## config.mk

```make
export PLATFORM = sky130hd
export DESIGN_NAME = gpio_io_ctrl
export DESIGN_NICKNAME = d
export VERILOG_FILES = /design/src/rtl/gpio_io_ctrl_pkg.sv /design/src/rtl/gpio_io_ctrl_addr_decode.sv /design/src/rtl/gpio_io_ctrl.sv
export SDC_FILE = /design/constraint.sdc
export NUM_CORES = 1
export LEC_CHECK = 0
export ABC_AREA = 1
export CAP_MARGIN = 5
export CORE_MARGIN = 4
export CORE_UTILIZATION = 44
export DETAILED_ROUTE_END_ITERATION = 6
export GPL_ROUTABILITY_DRIVEN = 0
export PLACE_DENSITY = 0.91
export SYNTH_ARGS = -nofsm -noshare
export SYNTH_HDL_FRONTEND = slang
export SYNTH_HIERARCHICAL = 1
export SYNTH_SLANG_ARGS = --single-unit
```

## constraint.sdc

```tcl
create_clock -name clk -period 2.7 [get_ports clk]
set_input_delay 0.54 -clock clk [delete_from_list [all_inputs] [get_ports clk]]
set_output_delay 0.54 -clock clk [all_outputs]
set_load 0.005 [all_outputs]
```

## src/rtl/gpio_io_ctrl_pkg.sv

```systemverilog
// Shared encodings for the GPIO I/O initiator: op codes, FSM states,
// bank/register identifiers and the PIN/DDR/PORT address offsets.
package gpio_io_ctrl_pkg;

  localparam logic [2:0] OP_IN   = 3'd0;
  localparam logic [2:0] OP_OUT  = 3'd1;
  localparam logic [2:0] OP_SBI  = 3'd2;
  localparam logic [2:0] OP_CBI  = 3'd3;
  localparam logic [2:0] OP_SBIS = 3'd4;
  localparam logic [2:0] OP_SBIC = 3'd5;

  localparam int unsigned OFF_PIN  = 0;
  localparam int unsigned OFF_DDR  = 1;
  localparam int unsigned OFF_PORT = 2;

  // Writable targets, in enable index order: DDRA, PORTA, DDRB, PORTB
  localparam int unsigned NUM_WR = 4;

  typedef enum logic [1:0] {
    ST_IDLE = 2'd0,
    ST_RMW  = 2'd1,
    ST_EXEC = 2'd2
  } state_e;

  typedef enum logic {
    BANK_A = 1'b0,
    BANK_B = 1'b1
  } bank_e;

  typedef enum logic [1:0] {
    REG_PIN  = 2'd0,
    REG_DDR  = 2'd1,
    REG_PORT = 2'd2
  } reg_e;

  function automatic logic is_write_op(input logic [2:0] op);
    return (op == OP_OUT) || (op == OP_SBI) || (op == OP_CBI);
  endfunction

  function automatic logic is_rmw_op(input logic [2:0] op);
    return (op == OP_SBI) || (op == OP_CBI);
  endfunction

endpackage

```

## src/rtl/gpio_io_ctrl_addr_decode.sv

```systemverilog
// Combinational I/O address decoder: maps an address onto bank A/B and
// register PIN/DDR/PORT, with hit=0 for anything outside the six registers.
module gpio_addr_decode
  import gpio_io_ctrl_pkg::*;
#(
  parameter int unsigned         ADDR_W    = 6,
  parameter logic [ADDR_W-1:0]   PINA_ADDR = 6'h19,
  parameter logic [ADDR_W-1:0]   PINB_ADDR = 6'h16
) (
  input  logic [ADDR_W-1:0] addr,
  output bank_e             bank,
  output reg_e              sel,
  output logic              hit
);

  localparam logic [ADDR_W-1:0] DDRA_ADDR  = PINA_ADDR + ADDR_W'(OFF_DDR);
  localparam logic [ADDR_W-1:0] PORTA_ADDR = PINA_ADDR + ADDR_W'(OFF_PORT);
  localparam logic [ADDR_W-1:0] DDRB_ADDR  = PINB_ADDR + ADDR_W'(OFF_DDR);
  localparam logic [ADDR_W-1:0] PORTB_ADDR = PINB_ADDR + ADDR_W'(OFF_PORT);

  always_comb begin
    bank = BANK_A;
    sel  = REG_PIN;
    hit  = 1'b0;
    if (addr == PINA_ADDR) begin
      bank = BANK_A; sel = REG_PIN;  hit = 1'b1;
    end else if (addr == DDRA_ADDR) begin
      bank = BANK_A; sel = REG_DDR;  hit = 1'b1;
    end else if (addr == PORTA_ADDR) begin
      bank = BANK_A; sel = REG_PORT; hit = 1'b1;
    end else if (addr == PINB_ADDR) begin
      bank = BANK_B; sel = REG_PIN;  hit = 1'b1;
    end else if (addr == DDRB_ADDR) begin
      bank = BANK_B; sel = REG_DDR;  hit = 1'b1;
    end else if (addr == PORTB_ADDR) begin
      bank = BANK_B; sel = REG_PORT; hit = 1'b1;
    end
  end

endmodule

```

## src/rtl/gpio_io_ctrl.sv

```systemverilog
// CPU-side initiator for GPIO banks A/B: executes IN/OUT/SBI/CBI/SBIS/SBIC,
// with SBI/CBI done as a read-modify-write through an extra RMW state.
module gpio_io_ctrl
  import gpio_io_ctrl_pkg::*;
#(
  parameter int unsigned       ADDR_W    = 6,
  parameter logic [ADDR_W-1:0] PINA_ADDR = 6'h19,
  parameter logic [ADDR_W-1:0] PINB_ADDR = 6'h16
) (
  input  logic              clk,
  input  logic              clr_n,
  input  logic              req_valid,
  output logic              req_ready,
  input  logic [2:0]        req_op,
  input  logic [ADDR_W-1:0] req_addr,
  input  logic [2:0]        req_bit,
  input  logic [7:0]        req_wdata,
  output logic              done,
  output logic [7:0]        rdata,
  output logic              skip,
  output logic              addr_err,
  output logic              DDRA_write_enable,
  output logic [7:0]        DDRA_input_data,
  output logic              PORTA_write_enable,
  output logic [7:0]        PORTA_input_data,
  output logic              DDRB_write_enable,
  output logic [7:0]        DDRB_input_data,
  output logic              PORTB_write_enable,
  output logic [7:0]        PORTB_input_data,
  input  logic [7:0]        DDRA_output,
  input  logic [7:0]        PORTA_output,
  input  logic [7:0]        PINA_output,
  input  logic [7:0]        DDRB_output,
  input  logic [7:0]        PORTB_output,
  input  logic [7:0]        PINB_output
);

  state_e            state_reg, state_next;
  logic [2:0]        op_reg;
  logic [2:0]        bit_reg;
  logic [ADDR_W-1:0] addr_reg;
  logic [7:0]        data_reg;

  bank_e             dec_bank;
  reg_e              dec_sel;
  logic              dec_hit;

  logic              accept;
  logic              in_exec;
  logic              op_ok;
  logic              wr_fire;
  logic [1:0]        wr_idx;
  logic [7:0]        cur_val;
  logic [7:0]        bit_mask;
  logic [7:0]        rmw_val;
  logic [NUM_WR-1:0] wr_en;
  logic [7:0]        wr_data [NUM_WR];

  gpio_addr_decode #(
    .ADDR_W    (ADDR_W),
    .PINA_ADDR (PINA_ADDR),
    .PINB_ADDR (PINB_ADDR)
  ) u_decode (
    .addr (addr_reg),
    .bank (dec_bank),
    .sel  (dec_sel),
    .hit  (dec_hit)
  );

  assign accept  = req_valid && (state_reg == ST_IDLE);
  assign in_exec = (state_reg == ST_EXEC);

  always_comb begin
    state_next = state_reg;
    case (state_reg)
      ST_IDLE: if (accept) state_next = is_rmw_op(req_op) ? ST_RMW : ST_EXEC;
      ST_RMW:  state_next = ST_EXEC;
      ST_EXEC: state_next = ST_IDLE;
      default: state_next = ST_IDLE;
    endcase
  end

  always_comb begin
    cur_val = 8'h00;
    if (dec_hit) begin
      case (dec_sel)
        REG_PIN:  cur_val = (dec_bank == BANK_A) ? PINA_output  : PINB_output;
        REG_DDR:  cur_val = (dec_bank == BANK_A) ? DDRA_output  : DDRB_output;
        REG_PORT: cur_val = (dec_bank == BANK_A) ? PORTA_output : PORTB_output;
        default:  cur_val = 8'h00;
      endcase
    end
  end

  assign bit_mask = 8'h01 << bit_reg;
  assign rmw_val  = (op_reg == OP_SBI) ? (cur_val | bit_mask) : (cur_val & ~bit_mask);

  // data_reg carries OUT data from accept, or the modified byte after RMW
  always_ff @(posedge clk or negedge clr_n) begin
    if (!clr_n) begin
      state_reg <= ST_IDLE;
      op_reg    <= 3'd0;
      addr_reg  <= '0;
      bit_reg   <= 3'd0;
      data_reg  <= 8'h00;
    end else begin
      state_reg <= state_next;
      if (accept) begin
        op_reg   <= req_op;
        addr_reg <= req_addr;
        bit_reg  <= req_bit;
        data_reg <= req_wdata;
      end else if (state_reg == ST_RMW) begin
        data_reg <= rmw_val;
      end
    end
  end

  assign op_ok   = dec_hit && (op_reg <= OP_SBIC);
  assign wr_fire = in_exec && op_ok && is_write_op(op_reg) && (dec_sel != REG_PIN);
  assign wr_idx  = {dec_bank == BANK_B, dec_sel == REG_PORT};

  // Each target's data bus shows the new byte while enabled and holds it afterwards
  genvar gi;
  generate
    for (gi = 0; gi < NUM_WR; gi++) begin : g_wr
      logic [7:0] hold_reg;
      assign wr_en[gi]   = wr_fire && (wr_idx == 2'(gi));
      assign wr_data[gi] = wr_en[gi] ? data_reg : hold_reg;
      always_ff @(posedge clk or negedge clr_n) begin
        if (!clr_n) hold_reg <= 8'h00;
        else        hold_reg <= wr_data[gi];
      end
    end
  endgenerate

  assign DDRA_write_enable  = wr_en[0];
  assign DDRA_input_data    = wr_data[0];
  assign PORTA_write_enable = wr_en[1];
  assign PORTA_input_data   = wr_data[1];
  assign DDRB_write_enable  = wr_en[2];
  assign DDRB_input_data    = wr_data[2];
  assign PORTB_write_enable = wr_en[3];
  assign PORTB_input_data   = wr_data[3];

  assign req_ready = (state_reg == ST_IDLE);
  assign done      = in_exec;
  assign rdata     = (in_exec && op_ok && (op_reg == OP_IN)) ? cur_val : 8'h00;
  assign addr_err  = in_exec && !op_ok;

  always_comb begin
    skip = 1'b0;
    if (in_exec && op_ok) begin
      if (op_reg == OP_SBIS)      skip = cur_val[bit_reg];
      else if (op_reg == OP_SBIC) skip = ~cur_val[bit_reg];
    end
  end

endmodule

```

## After elaboration in Yosys (flattened, before gate mapping)

Index checks and enable logic that the tools add are counted.

- $mul: 0
- Order comparisons: 2
- Muxes and demuxes: 36
- Shift operators: 1
- Reduce and logical (&&, ||, !) cells: 21
- Add/sub/neg operators: 0
- Div/mod/pow operators: 0
- Bitwise operators: 4
- Equality and inequality tests: 21

Operator list:

| kind | count |
|---|---|
| 8-bit 2-to-1 mux | 12 |
| 6-bit by 5-bit equality test with 1-bit output, second input constant | 6 |
| 8-bit one-hot mux with 3 select lines | 1 |
| 2-bit 2-to-1 mux | 8 |
| 1-bit 2-to-1 mux | 13 |
| 3-bit by 2-bit equality test with 1-bit output, second input constant | 4 |
| 1-bit logical AND | 11 |
| 8-bit bitwise AND | 1 |
| 2-bit equality test, second input constant | 4 |
| 8-bit NOT | 1 |
| 8-bit bitwise OR | 1 |
| 1-bit by 3-bit << shifter with 8-bit output, first input constant | 1 |
| 2-bit by 1-bit equality test with 1-bit output, second input constant | 3 |
| 3-bit equality test, second input constant | 2 |
| 2-bit zero test | 3 |
| 3-bit by 4-bit less-than comparator with 1-bit output, second input constant | 1 |
| 2-bit one-hot mux with 2 select lines | 1 |
| 2-bit nonzero test | 2 |
| 1-bit binary-select mux with 3-bit select | 1 |
| 3-bit by 1-bit equality test with 1-bit output, second input constant | 1 |
| 3-bit <= comparator, second input constant | 1 |
| 3-bit zero test | 1 |
| 1-bit logical OR | 3 |
| 2-bit by 1-bit inequality test with 1-bit output, second input constant | 1 |
| 2 further kinds | 2 |

- Output and inout bits: 48
- Memory bits (writable): 0
- Logic and storage cells: 94
- Memories: 0
- Memory bits (read-only): 0
- Bits in latches: 0
- Input port bits: 71
- Register bits: 54

## Depth between registers and ports, before layout

Gate-level depths: netlist (run 1).

- Depth in word-level cells: 16
- Mapped depth: 19
- Gate-level depth less buffers: 17

## Hierarchy

The synthesis (run 1) kept the hierarchy.

Modules (own cells, without submodules):

| module | cells an instance | seq. area each (um2) | area an instance (um2) | instances |
|---|---|---|---|---|
| gpio_io_ctrl | 367 | 1351.3 | 2975.4 | 1 |
| gpio_addr_decode | 22 | 0.0 | 118.9 | 1 |

## Least setup slack after synthesis (run 1)

OpenSTA, ideal clock, no wires.

- Path type: reg-to-output
- From: register addr_reg[5]
- To: output PORTA_input_data[0]
- Data required time: 2160 ps
- Stages on the path, launching flop included: 9
- Data arrival time: 2015 ps
- Slack: 145 ps
- Buffers on the path: 0
- Path through: dfrtp_1 nor2_4 nand2_1 nor3_2 inv_1 nor2_2 nand2_2 nor2_4 mux2_2

- Elaborated cells between the ends (all ways): 30
- Classes of those cells: 8 x eq/ne; 16 x mux; 6 x reduce/logical

RTL lines:

| element | line | RTL |
|---|---|---|
| from (decl) | gpio_io_ctrl.sv:41 | `logic [ADDR_W-1:0] addr_reg;` |
| from (signal assigned) | gpio_io_ctrl.sv:110 | `addr_reg <= req_addr;` |
| 6-bit by 5-bit equality test with 1-bit output | gpio_io_ctrl_addr_decode.sv:35 | `end else if (addr == PORTB_ADDR) begin` |
| 2-bit 2-to-1 mux | gpio_io_ctrl_addr_decode.sv:35 |  |
| 2-bit 2-to-1 mux | gpio_io_ctrl_addr_decode.sv:33 | `end else if (addr == DDRB_ADDR) begin` |
| 2-bit 2-to-1 mux | gpio_io_ctrl_addr_decode.sv:31 | `end else if (addr == PINB_ADDR) begin` |
| 2-bit 2-to-1 mux | gpio_io_ctrl_addr_decode.sv:29 | `end else if (addr == PORTA_ADDR) begin` |
| 2-bit 2-to-1 mux | gpio_io_ctrl_addr_decode.sv:27 | `end else if (addr == DDRA_ADDR) begin` |
| 2-bit 2-to-1 mux (*) | gpio_io_ctrl_addr_decode.sv:25 | `if (addr == PINA_ADDR) begin` |
| named net dec_sel[1] | gpio_io_ctrl.sv:45 | `reg_e dec_sel;` |
| 2-bit equality test or 2-bit nonzero test (tied branches) | gpio_io_ctrl.sv:121, gpio_io_ctrl.sv:120 |  |
| 2-bit by 1-bit equality test with 1-bit output or 1-bit logical AND (tied branches) | gpio_io_ctrl.sv:128, gpio_io_ctrl.sv:120 |  |
| 1-bit logical AND (*) | gpio_io_ctrl.sv:128 | `assign wr_en[gi] = wr_fire && (wr_idx == 2'(gi));` |
| named net PORTA_write_enable | gpio_io_ctrl.sv:24 | `output logic PORTA_write_enable,` |
| 8-bit 2-to-1 mux (*) | gpio_io_ctrl.sv:129 | `assign wr_data[gi] = wr_en[gi] ? data_reg : hold_reg;` |
| to (decl) | gpio_io_ctrl.sv:25 | `output logic [7:0] PORTA_input_data,` |

Mark *: on every way through the listed nets, which the timed path passes. The rest lies on a longest branch.

## Worst setup path in the final report (run 1)

- From: register addr_reg[3]
- To: output PORTB_input_data[4]

- Elaborated cells between the ends (all ways): 30
- Classes of those cells: 8 x eq/ne; 16 x mux; 6 x reduce/logical

RTL lines:

| element | line | RTL |
|---|---|---|
| 6-bit by 5-bit equality test with 1-bit output | gpio_io_ctrl_addr_decode.sv:35 |  |
| 1-bit 2-to-1 mux | gpio_io_ctrl_addr_decode.sv:35 |  |
| 1-bit 2-to-1 mux | gpio_io_ctrl_addr_decode.sv:33 |  |
| 1-bit 2-to-1 mux | gpio_io_ctrl_addr_decode.sv:31 |  |
| 1-bit 2-to-1 mux | gpio_io_ctrl_addr_decode.sv:29 |  |
| 1-bit 2-to-1 mux | gpio_io_ctrl_addr_decode.sv:27 |  |
| 1-bit 2-to-1 mux (*) | gpio_io_ctrl_addr_decode.sv:25 |  |
| named net dec_bank | gpio_io_ctrl.sv:44 | `bank_e dec_bank;` |
| 2-bit equality test (*) | gpio_io_ctrl.sv:128 |  |
| 1-bit logical AND (*) | gpio_io_ctrl.sv:128 |  |
| 8-bit 2-to-1 mux (*) | gpio_io_ctrl.sv:129 |  |
| to (decl) | gpio_io_ctrl.sv:29 | `output logic [7:0] PORTB_input_data,` |

Marks and branches as above.

==> summary.md, run 1 <==
| Metric | Value |
|---|---|
| Number of I/O pins | `119` |
| GR met2 Demand/Resource | `44.65%` |
| Avg WL per Cell | `21.93 um` |
| Mapped cell area | `3094 um2` |
| Number of hold-slack violations in the final timing report | `0` |
| Final cycle utilization of the critical path | `128.8%` |
| Slew Limit Fails | `0` |
| FF+latch count, synth | `54` |
| CTS clock-pin slew for the worst setup and hold paths | `0.13 ns` |
| GR Layer Usage met1 | `30.04%` |
| Grt total ovfl | `0` |
| Count of inserted antenna diode cells | `0` |
| IO Port Bufs | `118` |
| Synthesis-to-layout area growth | `77.31%` |
| Max frequency | `287.6 MHz` |
| Number of sinks on the clock net | `54` |
| Min setup slack post-route | `-0.7771 ns` |
| Power per cell area | `412.7 nW/um2` |
| H-Tree Depth | `2` |
| Worst-path maximum fanout | `8` |
| TritonCTS clock tree | `built` |
| Worst EP required | `2.16 ns` |
| Period minus WS final | `3.477 ns` |
| Violations in the final reports | `setup timing` |
| Pin count of the biggest net entering global routing | `28` |
| Count of flip-flops with a built-in enable after synthesis | `0` |
| Horizontal die dimension | `91.86 um` |
| Leakage Power | `2.831 nW` |
| Sequential element share of the synthesized area | `43.67%` |
| Count of vias placed by the detailed router | `3981` |
| Layout Skew | `0.02880 ns` |
| Drt pass-1 iters | `7` |
| Number of DRC markers after the initial detailed-route iteration | `546` |
| Cell types occupying the most area after synthesis | `dfrtp_1, nand2_1, mux2_2, nand3_1, inv_1` |
| Result of the run | `complete, but fails checks` |
| Worst slack at placement | `-0.4028 ns` |
| Via/cell ratio | `5.846` |
| Final nets | `656` |
| Final setup violation count | `45` |
| Core Footprint | `6832 um2` |
| Yosys warning total | `6` |
| Flip-flop cell with the highest count after synthesis | `dfrtp_1` |
| Buffers from clock root to sink, at most | `2` |
| Initial antenna violation count | `0` |
| Worst-case headroom to the max-slew limit | `61.80%` |
| Total of hold buffers inserted after clock tree synthesis | `0` |
| HPWL reported at the end of detailed placement | `7.912 mm` |
| Slew of the pin with the lowest slew margin | `0.5731 ns` |
| GR peak layer | `met2` |
| Dominant cell by count in the synthesized netlist | `nand2_1` |
| Largest register FFs | `32` |
| Sort of element at the start of the critical path | `flip-flop` |
| Storage element area | `1355 um2` |
| Area share of the largest cell type after synthesis | `43.67%` |
| Mapped Nets | `460` |
| Max capacitance violation total | `0` |
| Core utilization of the finished layout | `80.31%` |
| Arrival time at the worst endpoint | `2.94 ns` |
| Gr usage total | `25.53%` |
| Endpoint kind of the worst setup timing path | `output pin` |
| Count of distinct cell types in the synthesized netlist | `28` |
| GR Util met3 | `5.414%` |
| Multi-input gate area | `1842 um2` |
| Setup repair after global routing missed its margin | `true` |
| Ys async rst share | `100.0%` |
| TritonCTS Buffers | `5` |
| Commonest cells in the netlist | `nand2_1, dfrtp_1, inv_1, nor2_1, nand3_1` |
| R2R depth | `14` |
| DRT antenna net count | `0` |
| Height of the chip | `91.86 um` |
| Cell count after synthesis | `389` |
| Number of remaining DRC errors | `0` |
| Top cell type by total area after synthesis | `dfrtp_1` |
| Ratio of cells with drive above 1 in the final layout | `38.80%` |
| Avg Synthesized Cell Area | `7.954 um2` |
| Clock root buffer | `clkbuf_8` |
| Overall power | `2.264 mW` |
| Total die area | `8438 um2` |
| Maximum resistive drop on vdd | `0.4573 mV` |
| Clock network latency to the later pin of the worst-skew pair | `0.33 ns` |
| Layout fillers | `366` |
| Initial standard-cell utilization of the core | `45.29%` |
| Std cell rows | `30` |
| First-pass GRT wire length | `17.29 mm` |
| Kind of path behind the tightest hold check | `in -> async` |
| Via count of the first global-routing pass | `3493` |
| Routed wire length | `14.93 mm` |
| Setup CP Type | `reg -> out` |
-- critical path: stages, from the launching register on --
cell,delay [ns]
dfrtp_1,0.42
buf_4,0.15
nor2_4,0.10
nand3b_1,0.14
buf_4,0.18
nand3_4,0.12
inv_4,0.06
buf_6,0.13
buf_6,0.13
nor3_4,0.24
buf_6,0.15
buf_12,0.10
buf_4,0.12
buf_4,0.12
mux2_4,0.32
clkbuf_2,0.13
-- cells by family after synthesis --
group / count (synthesis) / share of synthesized area (%)
AOI/OAI and AO/OA: 42 / 7.845
and+or+nand+nor: 207 / 29.88
muxes: 32 / 11.65
buffers and inverters: 54 / 6.955
DFF: 54 / 43.67
-- timing repair --
item,in CTS,in global routing
endpoints found under the setup margin,45,45
cloned,0,3
buffers inserted,4,43
pin swaps,2,35
gates resized for setup,28,218
-- layout make-up --
cell class                      instances  share of cell area [%]
Sequential cell                        54                   24.70
Multi-Input combinational cell        281                   33.57
Timing Repair Buffer                  200                   34.98
Inverter                               43                   3.033
Tap cell                               96                   2.189
Clock buffer                            5                   1.254
Clock inverter                          2                  0.2737
-- cell usage in the layout, fill, tap and decap left out, types with 3 or more instances in the layout --
cell and instances:
nand2_1 106, clkdlybuf4s50_1 71, dfrtp_1 51, buf_4 50, buf_6 37, inv_1 31
mux2_4 28, nor2_1 26, o21ai_0 20, nand3_1 19, clkbuf_2 18, nand2_2 16
nor2_4 9, buf_2 8, inv_2 7, nand3_2 7, nand2_4 6, a21oi_1 6
buf_12 6, o21ai_1 5, nor3_4 5, o221ai_1 5, clkbuf_8 5, nand3_4 4
nor2_2 4, mux2_2 4, nor3_1 4, clkinv_1 3, dfrtp_2 3, clkbuf_16 3
dlymetal6s2s_1 3, buf_8 3
-- stage by stage --
step / TNS (ns) / std cells / instance area, um2 / hold WS, ns
final: -22.32 / 681 / 5487 / 0.1760
after global routing: -26.90 / 681 / 5487 / 0.2017
after CTS: -22.32 / 635 / 4812 / 0.1995
after detailed placement: -10.68 / 624 / 4639 / 0.4743
after global placement: -7.548 / 624 / 4639 / 0.4652
after floorplan: 0 / 389 / 3094 / 0.2444
-- layer usage --
metal | routed length (um) | up-vias
met1 | 4909 | 1858
li1 | - | 1645
met4 | 1280 | 0
met5 | 0 | -
met3 | 1482 | 117
met2 | 7260 | 361
-- worst paths after layout --
path	from	to	slack, ns
setup / recovery	addr_reg[3]	PORTB_input_data[4]	-0.78
hold reg to reg	g_wr[3].hold_reg[1]	g_wr[3].hold_reg[1]	0.50
max in group asynchronous	clr_n	op_reg[2]	1.84
min in group clk	g_wr[3].hold_reg[1]	g_wr[3].hold_reg[1]	0.50
hold / removal	clr_n	g_wr[0].hold_reg[5]	0.18
setup reg to reg	addr_reg[4]	g_wr[2].hold_reg[1]	0.01
-- power by group --
part / internal, mW / leakage [nW] / switching [mW] / total, mW
combinational: 0.364 / 2.07 / 0.453 / 0.816
clock: 0.178 / 0.0362 / 0.288 / 0.467
sequential: 0.876 / 0.720 / 0.105 / 0.981
No activity file was read; power rests on OpenSTA's default activity.
==> run 2, diff against run 1 <==
--- a/config.mk
+++ b/config.mk
@@ -10,8 +10,8 @@
 export CORE_MARGIN = 4
 export CORE_UTILIZATION = 44
 export DETAILED_ROUTE_END_ITERATION = 6
-export GPL_ROUTABILITY_DRIVEN = 0
 export PLACE_DENSITY = 0.91
+export SKIP_LAST_GASP = 1
 export SYNTH_ARGS = -nofsm -noshare
 export SYNTH_HDL_FRONTEND = slang
 export SYNTH_HIERARCHICAL = 1
==> run 2 against run 1 <==
The flow finishes with violations (DRC, setup timing). Register-to-register slack worse by 0.05 ns. Core utilization up 0.15 points. Hold slack worse by 0.00093 ns. Flip-flop and latch count unchanged. Die area unchanged. Clock skew down 0.0030 ns. Non-clock buffer count down 1. First-iteration DRC count up 13%. Largest power group unchanged.
==> summary.md, run 2 (synthesis results as in run 1) <==
| Metric | Value |
|---|---|
| Leakage Power | `2.872 nW (was 2.831 nW)` |
| Switching power | `855.5 uW (was 846.1 uW)` |
| Worst-path maximum fanout | `8 (unchanged)` |
| Endpoint kind of the worst setup timing path | `output pin (unchanged)` |
| Layout Skew | `0.02580 ns (was 0.02880 ns)` |
| Min setup slack post-route | `-0.7381 ns (was -0.7771 ns)` |
| Horizontal die dimension | `91.86 um (unchanged)` |
| Drt pass-1 iters | `7 (unchanged)` |
| Number of remaining DRC errors | `4 (was 0)` |
| Worst setup path startpoint | `addr_reg[3] (unchanged)` |
| Sort of element at the start of the critical path | `flip-flop (unchanged)` |
| Setup repair after global routing missed its margin | `true (unchanged)` |
| Instance count after placement with tap cells included | `624 (unchanged)` |
| Largest incremental delay on the critical path | `0.41 ns (was 0.42 ns)` |
| Clock network latency to the later pin of the worst-skew pair | `0.34 ns (was 0.33 ns)` |
| Setup_tns | `-21.64 ns (was -22.32 ns)` |
| Commonest non-fill, non-tap cells in the layout | `nand2_1, clkdlybuf4s50_1, dfrtp_1 (unchanged)` |
| Core Footprint | `6832 um2 (unchanged)` |
| Largest register FFs | `32 (unchanged)` |
| Buffers from clock root to sink, at most | `2 (unchanged)` |
| WP buf/inv | `10 (unchanged)` |
| Gr usage total | `25.53% (unchanged)` |
| Most common cell after layout, fill and taps aside | `nand2_1 (unchanged)` |
| Overall power | `2.270 mW (was 2.264 mW)` |
| Via/cell ratio | `5.872 (was 5.846)` |
| IO Port Bufs | `118 (unchanged)` |
| Internal power summed over all cells | `1.414 mW (was 1.418 mW)` |
| Final nets | `655 (was 656)` |
| Hold_ws | `0.1751 ns (was 0.1760 ns)` |
| Flop-to-flop setup slack | `-0.04 ns (was 0.01 ns)` |
| Result of the run | `complete, but fails checks (unchanged)` |
| Part of the power in registers | `43.3% (about the same)` |
| Clk pwr share | `20.6% (about the same)` |
| Final setup violation count | `46 (was 45)` |
| Period minus WS final | `3.438 ns (was 3.477 ns)` |
| Count of vias placed by the detailed router | `3999 (was 3981)` |
| Worst EP required | `2.16 ns (about the same)` |
| Chain of cells forming the critical path | `buf_4 > nor2_4 > nand3b_1 > buf_4 > nand3_4 > inv_4 > buf_6 > buf_6 > nor3_4 > buf_6 > buf_12 > buf_4 > buf_4 > mux2_4 > clkbuf_2 (unchanged)` |
| Switching share of power | `37.69% (was 37.36%)` |
| Number of DRC markers after the initial detailed-route iteration | `615 (was 546)` |
| Number of sinks on the clock net | `54 (unchanged)` |
| Final Non-Filler Cells | `681 (unchanged)` |
| HPWL reported at the end of detailed placement | `7.912 mm (unchanged)` |
| Initial antenna violation count | `1 (was 0)` |
| Total die area | `8438 um2 (unchanged)` |
| Avg WL per Cell | `21.98 um (was 21.93 um)` |
| Cell with the largest stage delay on the worst path | `dfrtp_1 (unchanged)` |
| CTS clock-pin slew for the worst setup and hold paths | `0.12 ns (was 0.13 ns)` |
| Initial standard-cell utilization of the core | `45.29% (unchanged)` |
| Grt total ovfl | `0 (unchanged)` |
| First-pass GRT wire length | `17.29 mm (unchanged)` |
| DRT antenna net count | `0 (unchanged)` |
| Kind of path behind the tightest hold check | `in -> async (unchanged)` |
| Max capacitance violation total | `0 (unchanged)` |
| Height of the chip | `91.86 um (unchanged)` |
| TritonCTS clock tree | `built (unchanged)` |
| Routed wire length | `14.97 mm (was 14.93 mm)` |
| Power per cell area | `412.9 nW/um2 (was 412.7 nW/um2)` |
| Layout fillers | `370 (was 366)` |
| Reg2reg start | `addr_reg[3] (was addr_reg[4])` |
| WP depth | `15 (unchanged)` |
| Arrival time at the worst endpoint | `2.90 ns (was 2.94 ns)` |
| Worst-case headroom to the max-slew limit | `61.93% (was 61.80%)` |
| Violations in the final reports | `DRC, setup timing (was setup timing)` |
| Final cycle utilization of the critical path | `127.3% (was 128.8%)` |
| Setup CP Type | `reg -> out (unchanged)` |
| Via count of the first global-routing pass | `3493 (unchanged)` |
| Slew of the pin with the lowest slew margin | `0.5711 ns (was 0.5731 ns)` |
| Total of hold buffers inserted after clock tree synthesis | `0 (unchanged)` |
| R2R depth | `18 (was 14)` |
| GP Congestion | `0.9044` |
| Clock root buffer | `clkbuf_8 (unchanged)` |
| Maximum resistive drop on vdd | `0.4504 mV (was 0.4573 mV)` |
| Max frequency | `290.9 MHz (was 287.6 MHz)` |
| Number of I/O pins | `119 (unchanged)` |
| Ratio of cells with drive above 1 in the final layout | `37.67% (was 38.80%)` |
| TritonCTS Buffers | `5 (unchanged)` |
| Crit path capture | `PORTB_input_data[4] (unchanged)` |
| Crit path top cell by count | `buf_4 (unchanged)` |
| Std cell rows | `30 (unchanged)` |
| Reg2Reg Capture Point | `data_reg[6] (was g_wr[2].hold_reg[1])` |
| Pin count of the biggest net entering global routing | `28 (unchanged)` |
| H-Tree Depth | `2 (unchanged)` |
| Number of hold-slack violations in the final timing report | `0 (unchanged)` |
| Synthesis-to-layout area growth | `77.64% (was 77.31%)` |
| Share of total power in combinational logic | `36.1% (about the same)` |
| Core utilization of the finished layout | `80.46% (was 80.31%)` |
| Cell family contributing the most delay on the critical path | `buffers and inverters (unchanged)` |
| Slew Limit Fails | `0 (unchanged)` |
[run 2: cell count changes in the layout (fill, tap and decap cells not counted)]
cell / previous run / this run
buf_4: 50 / 48
buf_6: 37 / 40
buf_8: 3 / 2
clkbuf_2: 18 / 15
diode_2: 0 / 1
dlygate4sd2_1: 1 / 0
dlymetal6s2s_1: 3 / 6
nand2_1: 106 / 109
nand2_2: 16 / 13
nor2_1: 26 / 27
nor2_2: 4 / 3
o21ai_0: 20 / 22
o21ai_1: 5 / 3
[run 2: repair_timing]
| item | in CTS | in global routing |
|---|---|---|
| setup endpoints to repair | 45 | 46 |
| endpoints found under the hold margin | 0 | 0 |
| pin swaps | 2 | 33 |
| cloned | 0 | 4 |
| gates resized for setup | 26 | 210 |
| setup buffers | 4 | 41 |
[run 2: worst min-delay path by stage]
stage / from / end / slack [ns] / cells past startpoint
2_1_floorplan: clr_n / addr_reg[0] / 0.24 / 0
3_3_place_gp: g_wr[3].hold_reg[4] / g_wr[3].hold_reg[4] / 0.47 / 1
3_5_place_dp: g_wr[1].hold_reg[4] / g_wr[1].hold_reg[4] / 0.47 / 1
4_1_cts: clr_n / g_wr[0].hold_reg[5] / 0.20 / 1
5_1_grt: clr_n / g_wr[1].hold_reg[5] / 0.21 / 1
6_report: clr_n / g_wr[1].hold_reg[7] / 0.18 / 1
[run 2: per-stage QoR]
step,cell area [um2],setup WS (ns)
2_1_floorplan,3094,0.1448
3_3_place_gp,4639,-0.2742
3_5_place_dp,4639,-0.4028
4_1_cts,4815,-0.6682
5_1_grt,5497,-0.9100
6_report,5497,-0.7381
[run 2: final cells by class]
| type | instances | area [um2] | area share (%) |
|---|---|---|---|
| clock buffer | 5 | 68.82 | 1.252 |
| antenna | 1 | 2.502 | 0.04553 |
| inverter | 43 | 166.4 | 3.028 |
| clock inverter | 2 | 15.01 | 0.2732 |
| tap | 96 | 120.1 | 2.185 |
| timing repair buffer | 199 | 1937 | 35.24 |
| sequential | 54 | 1355 | 24.65 |
| multi-input combinational | 281 | 1832 | 33.33 |
[run 2: power groups by stage]
| stage | Combinational (mW) | Clock (mW) | Sequential, mW |
|---|---|---|---|
| 2_1_floorplan | 0.309 | 0 | 0.943 |
| 3_3_place_gp | 0.556 | 0 | 0.965 |
| 3_5_place_dp | 0.580 | 0 | 0.974 |
| 4_1_cts | 0.615 | 0.444 | 0.962 |
| 5_1_grt | 0.869 | 0.507 | 0.989 |
| 6_report | 0.820 | 0.468 | 0.982 |
[run 2: metal layers]
| metal | vias up | global-route usage (%) | wire length (um) |
|---|---|---|---|
| met5 | - | 0 | 0 |
| met4 | 0 | 11.26 | 1418 |
| met3 | 146 | 5.414 | 1534 |
| met2 | 370 | 44.65 | 7015 |
| met1 | 1841 | 30.04 | 4999 |
| li1 | 1642 | - | - |
==> run 3, diff against run 2 <==
==> constraint.sdc (replaced) <==
create_clock -name clk -period 3.7 [get_ports clk]
set_input_delay 0.74 -clock clk [delete_from_list [all_inputs] [get_ports clk]]
set_output_delay 0.74 -clock clk [all_outputs]
set_load 0.005 [all_outputs]
==> run 3 against run 2 <==
The flow now finishes without violations. Routed wire length fell by 30%. Register-to-register slack improved by 1.3 ns. Sequential power fell by 28%. Critical path type unchanged. Design area is 14% lower. Via count decreased by 16%. Critical path depth shrank 1. Global-route usage shrank 2.1 points.
==> summary.md, run 3 (synthesis results as in run 1) <==
| Metric | Value |
|---|---|
| Clock root buffer | `clkbuf_8 (unchanged)` |
| Kind of path behind the tightest hold check | `reg -> reg (was in -> async)` |
| H-Tree Depth | `2 (unchanged)` |
| Largest register FFs | `32 (unchanged)` |
| Grt total ovfl | `0 (unchanged)` |
| Switching share of power | `33.29% (was 37.69%)` |
| Number of remaining DRC errors | `0 (was 4)` |
| Pin count of the biggest net entering global routing | `41 (was 28)` |
| Min setup slack post-route | `0.03555 ns (was -0.7381 ns)` |
| Std cell rows | `30 (unchanged)` |
| Leakage Power | `2.407 nW (was 2.872 nW)` |
| Final setup violation count | `0 (was 46)` |
| Gr usage total | `23.47% (was 25.53%)` |
| Clk pwr share | `26.1% (was 20.6%)` |
| Final cycle utilization of the critical path | `99.04%` |
| Commonest non-fill, non-tap cells in the layout | `nand2_1, clkdlybuf4s50_1, dfrtp_1 (unchanged)` |
| TritonCTS Buffers | `5 (unchanged)` |
| Total die area | `8438 um2 (unchanged)` |
| Switching power | `510.5 uW (was 855.5 uW)` |
| Worst EP required | `2.96 ns (was 2.16 ns)` |
| Avg WL per Cell | `16.70 um (was 21.98 um)` |
| Initial standard-cell utilization of the core | `45.29% (unchanged)` |
| Via count of the first global-routing pass | `3255 (was 3493)` |
| Synthesis-to-layout area growth | `53.58% (was 77.64%)` |
| Max capacitance violation total | `0 (unchanged)` |
| DRT antenna net count | `0 (unchanged)` |
| Endpoint kind of the worst setup timing path | `output pin (unchanged)` |
| Worst-case headroom to the max-slew limit | `40.69% (was 61.93%)` |
| Final nets | `599 (was 655)` |
| Sort of element at the start of the critical path | `flip-flop (unchanged)` |
| Setup CP Type | `reg -> out (unchanged)` |
| Slew Limit Fails | `0 (unchanged)` |
| Count of inserted antenna diode cells | `0 (was 1)` |
| Most common cell after layout, fill and taps aside | `nand2_1 (unchanged)` |
| Clock network latency to the later pin of the worst-skew pair | `0.32 ns (was 0.34 ns)` |
| Worst slack at placement | `0.2086 ns (was -0.4028 ns)` |
| Part of the power in registers | `46.0% (was 43.3%)` |
| Horizontal die dimension | `91.86 um (unchanged)` |
| Slew of the pin with the lowest slew margin | `0.8897 ns (was 0.5711 ns)` |
| Result of the run | `finished clean (was complete, but fails checks)` |
| HPWL reported at the end of detailed placement | `7.287 mm (was 7.912 mm)` |
| Buffers from clock root to sink, at most | `2 (unchanged)` |
| Worst-path maximum fanout | `5 (was 8)` |
| Drt pass-1 iters | `7 (unchanged)` |
| Via/cell ratio | `5.375 (was 5.872)` |
| TritonCTS clock tree | `built (unchanged)` |
| Core Footprint | `6832 um2 (unchanged)` |
| Power per cell area | `322.7 nW/um2 (was 412.9 nW/um2)` |
| Period minus WS final | `3.664 ns` |
| IO Port Bufs | `118 (unchanged)` |
| Internal power summed over all cells | `1.023 mW (was 1.414 mW)` |
| Setup_tns | `0 ns (was -21.64 ns)` |
| Max frequency | `272.9 MHz` |
| Count of vias placed by the detailed router | `3354 (was 3999)` |
| Layout Skew | `0.01655 ns (was 0.02580 ns)` |
| Ratio of cells with drive above 1 in the final layout | `17.05% (was 37.67%)` |
| Share of total power in combinational logic | `28.0% (was 36.1%)` |
| Arrival time at the worst endpoint | `2.92 ns (was 2.90 ns)` |
| Hold_ws | `0.4976 ns (was 0.1751 ns)` |
| First-pass GRT wire length | `15.93 mm (was 17.29 mm)` |
| Layout fillers | `494 (was 370)` |
| Number of sinks on the clock net | `54 (unchanged)` |
| GP Congestion | `0.9143 (was 0.9044)` |
| Setup repair after global routing missed its margin | `true (unchanged)` |
| Maximum resistive drop on vdd | `0.1921 mV (was 0.4504 mV)` |
| Height of the chip | `91.86 um (unchanged)` |
| Routed wire length | `10.42 mm (was 14.97 mm)` |
| Number of DRC markers after the initial detailed-route iteration | `504 (was 615)` |
| CTS clock-pin slew for the worst setup and hold paths | `0.11 ns (was 0.12 ns)` |
| Number of hold-slack violations in the final timing report | `0 (unchanged)` |
| Initial antenna violation count | `0 (was 1)` |
| Number of I/O pins | `119 (unchanged)` |
-- run 3: cell count changes in the layout (fill, tap and decap cells not counted), sizes merged, moves of 2 or more --
cell	previous run	this run
clkbuf	23	5
clkinv	3	5
clkinvlp	2	0
clkdlybuf4s50	71	110
buf	104	25
-- run 3: what timing repair did --
action	in CTS	in global routing
hold buffers	0	0
hold endpoints to repair	0	0
pin swaps	3	11
gates resized for setup	7	24
buffers inserted	6	10
endpoints found under the setup margin	28	33
cloned	0	1
-- run 3: per-layer routing --
layer  vias to the layer above  part of all wire, %  track usage, %
met5                         -                    0               0
met4                         0                  3.0           7.302
met3                        29                  8.5           5.824
met2                       209                   50           40.75
met1                      1579                   39           28.65
li1                       1537                    -               -
-- run 3: power groups by stage --
stage | logic [mW] | registers [mW] | clock network (mW)
after floorplan | 0.225 | 0.688 | 0
after global placement | 0.365 | 0.708 | 0
after detailed placement | 0.377 | 0.713 | 0
after CTS | 0.393 | 0.701 | 0.401
after global routing | 0.471 | 0.712 | 0.423
final | 0.429 | 0.705 | 0.400
-- run 3: worst paths after layout --
check / from / end / slack [ns] / depth (start not counted)
max: addr_reg[3] / rdata[3] / 0.04 / 14
min: g_wr[1].hold_reg[5] / g_wr[1].hold_reg[5] / 0.50 / 1
min in group asynchronous: clr_n / g_wr[0].hold_reg[5] / 0.53 / 1
min reg2reg: g_wr[1].hold_reg[5] / g_wr[1].hold_reg[5] / 0.50 / 1
max reg2reg: addr_reg[3] / data_reg[3] / 1.30 / 15
max in group asynchronous: clr_n / addr_reg[0] / 2.39 / 2
-- run 3: worst max-delay path, cell delays in order, from the launching register on --
cell and delay [ns]:
dfrtp_1 0.41, buf_4 0.15, nor2_2 0.14, nand3b_1 0.14
nand2_2 0.15, inv_1 0.10, nor2_4 0.17, inv_1 0.07
nor2_1 0.10, o21ai_0 0.10, o211ai_1 0.18, buf_4 0.18
nand2_1 0.07, nor2_1 0.10, clkdlybuf4s50_1 0.56
-- run 3: stage by stage --
step                cells  util (%)  cell area (um2)  total power [mW]
finish                624     69.56             4752             1.534
global route          624     69.56             4752             1.606
CTS                   613     67.40             4604             1.494
detailed placement    600     64.36             4397             1.089
global placement      600     64.36             4397             1.073
floorplan             389         -             3094            0.9130
-- run 3: cell type report --
| type | count | area, um2 | share of cell area, % |
|---|---|---|---|
| Clock buffer | 5 | 68.82 | 1.448 |
| Clock inverter | 2 | 38.79 | 0.8162 |
| Inverter | 43 | 166.4 | 3.502 |
| Multi-Input combinational cell | 281 | 1577 | 33.18 |
| Sequential cell | 54 | 1354 | 28.49 |
| Tap cell | 96 | 120.1 | 2.528 |
| Timing Repair Buffer | 142 | 1421 | 29.91 |
| Timing Repair inverter | 1 | 6.256 | 0.1316 |
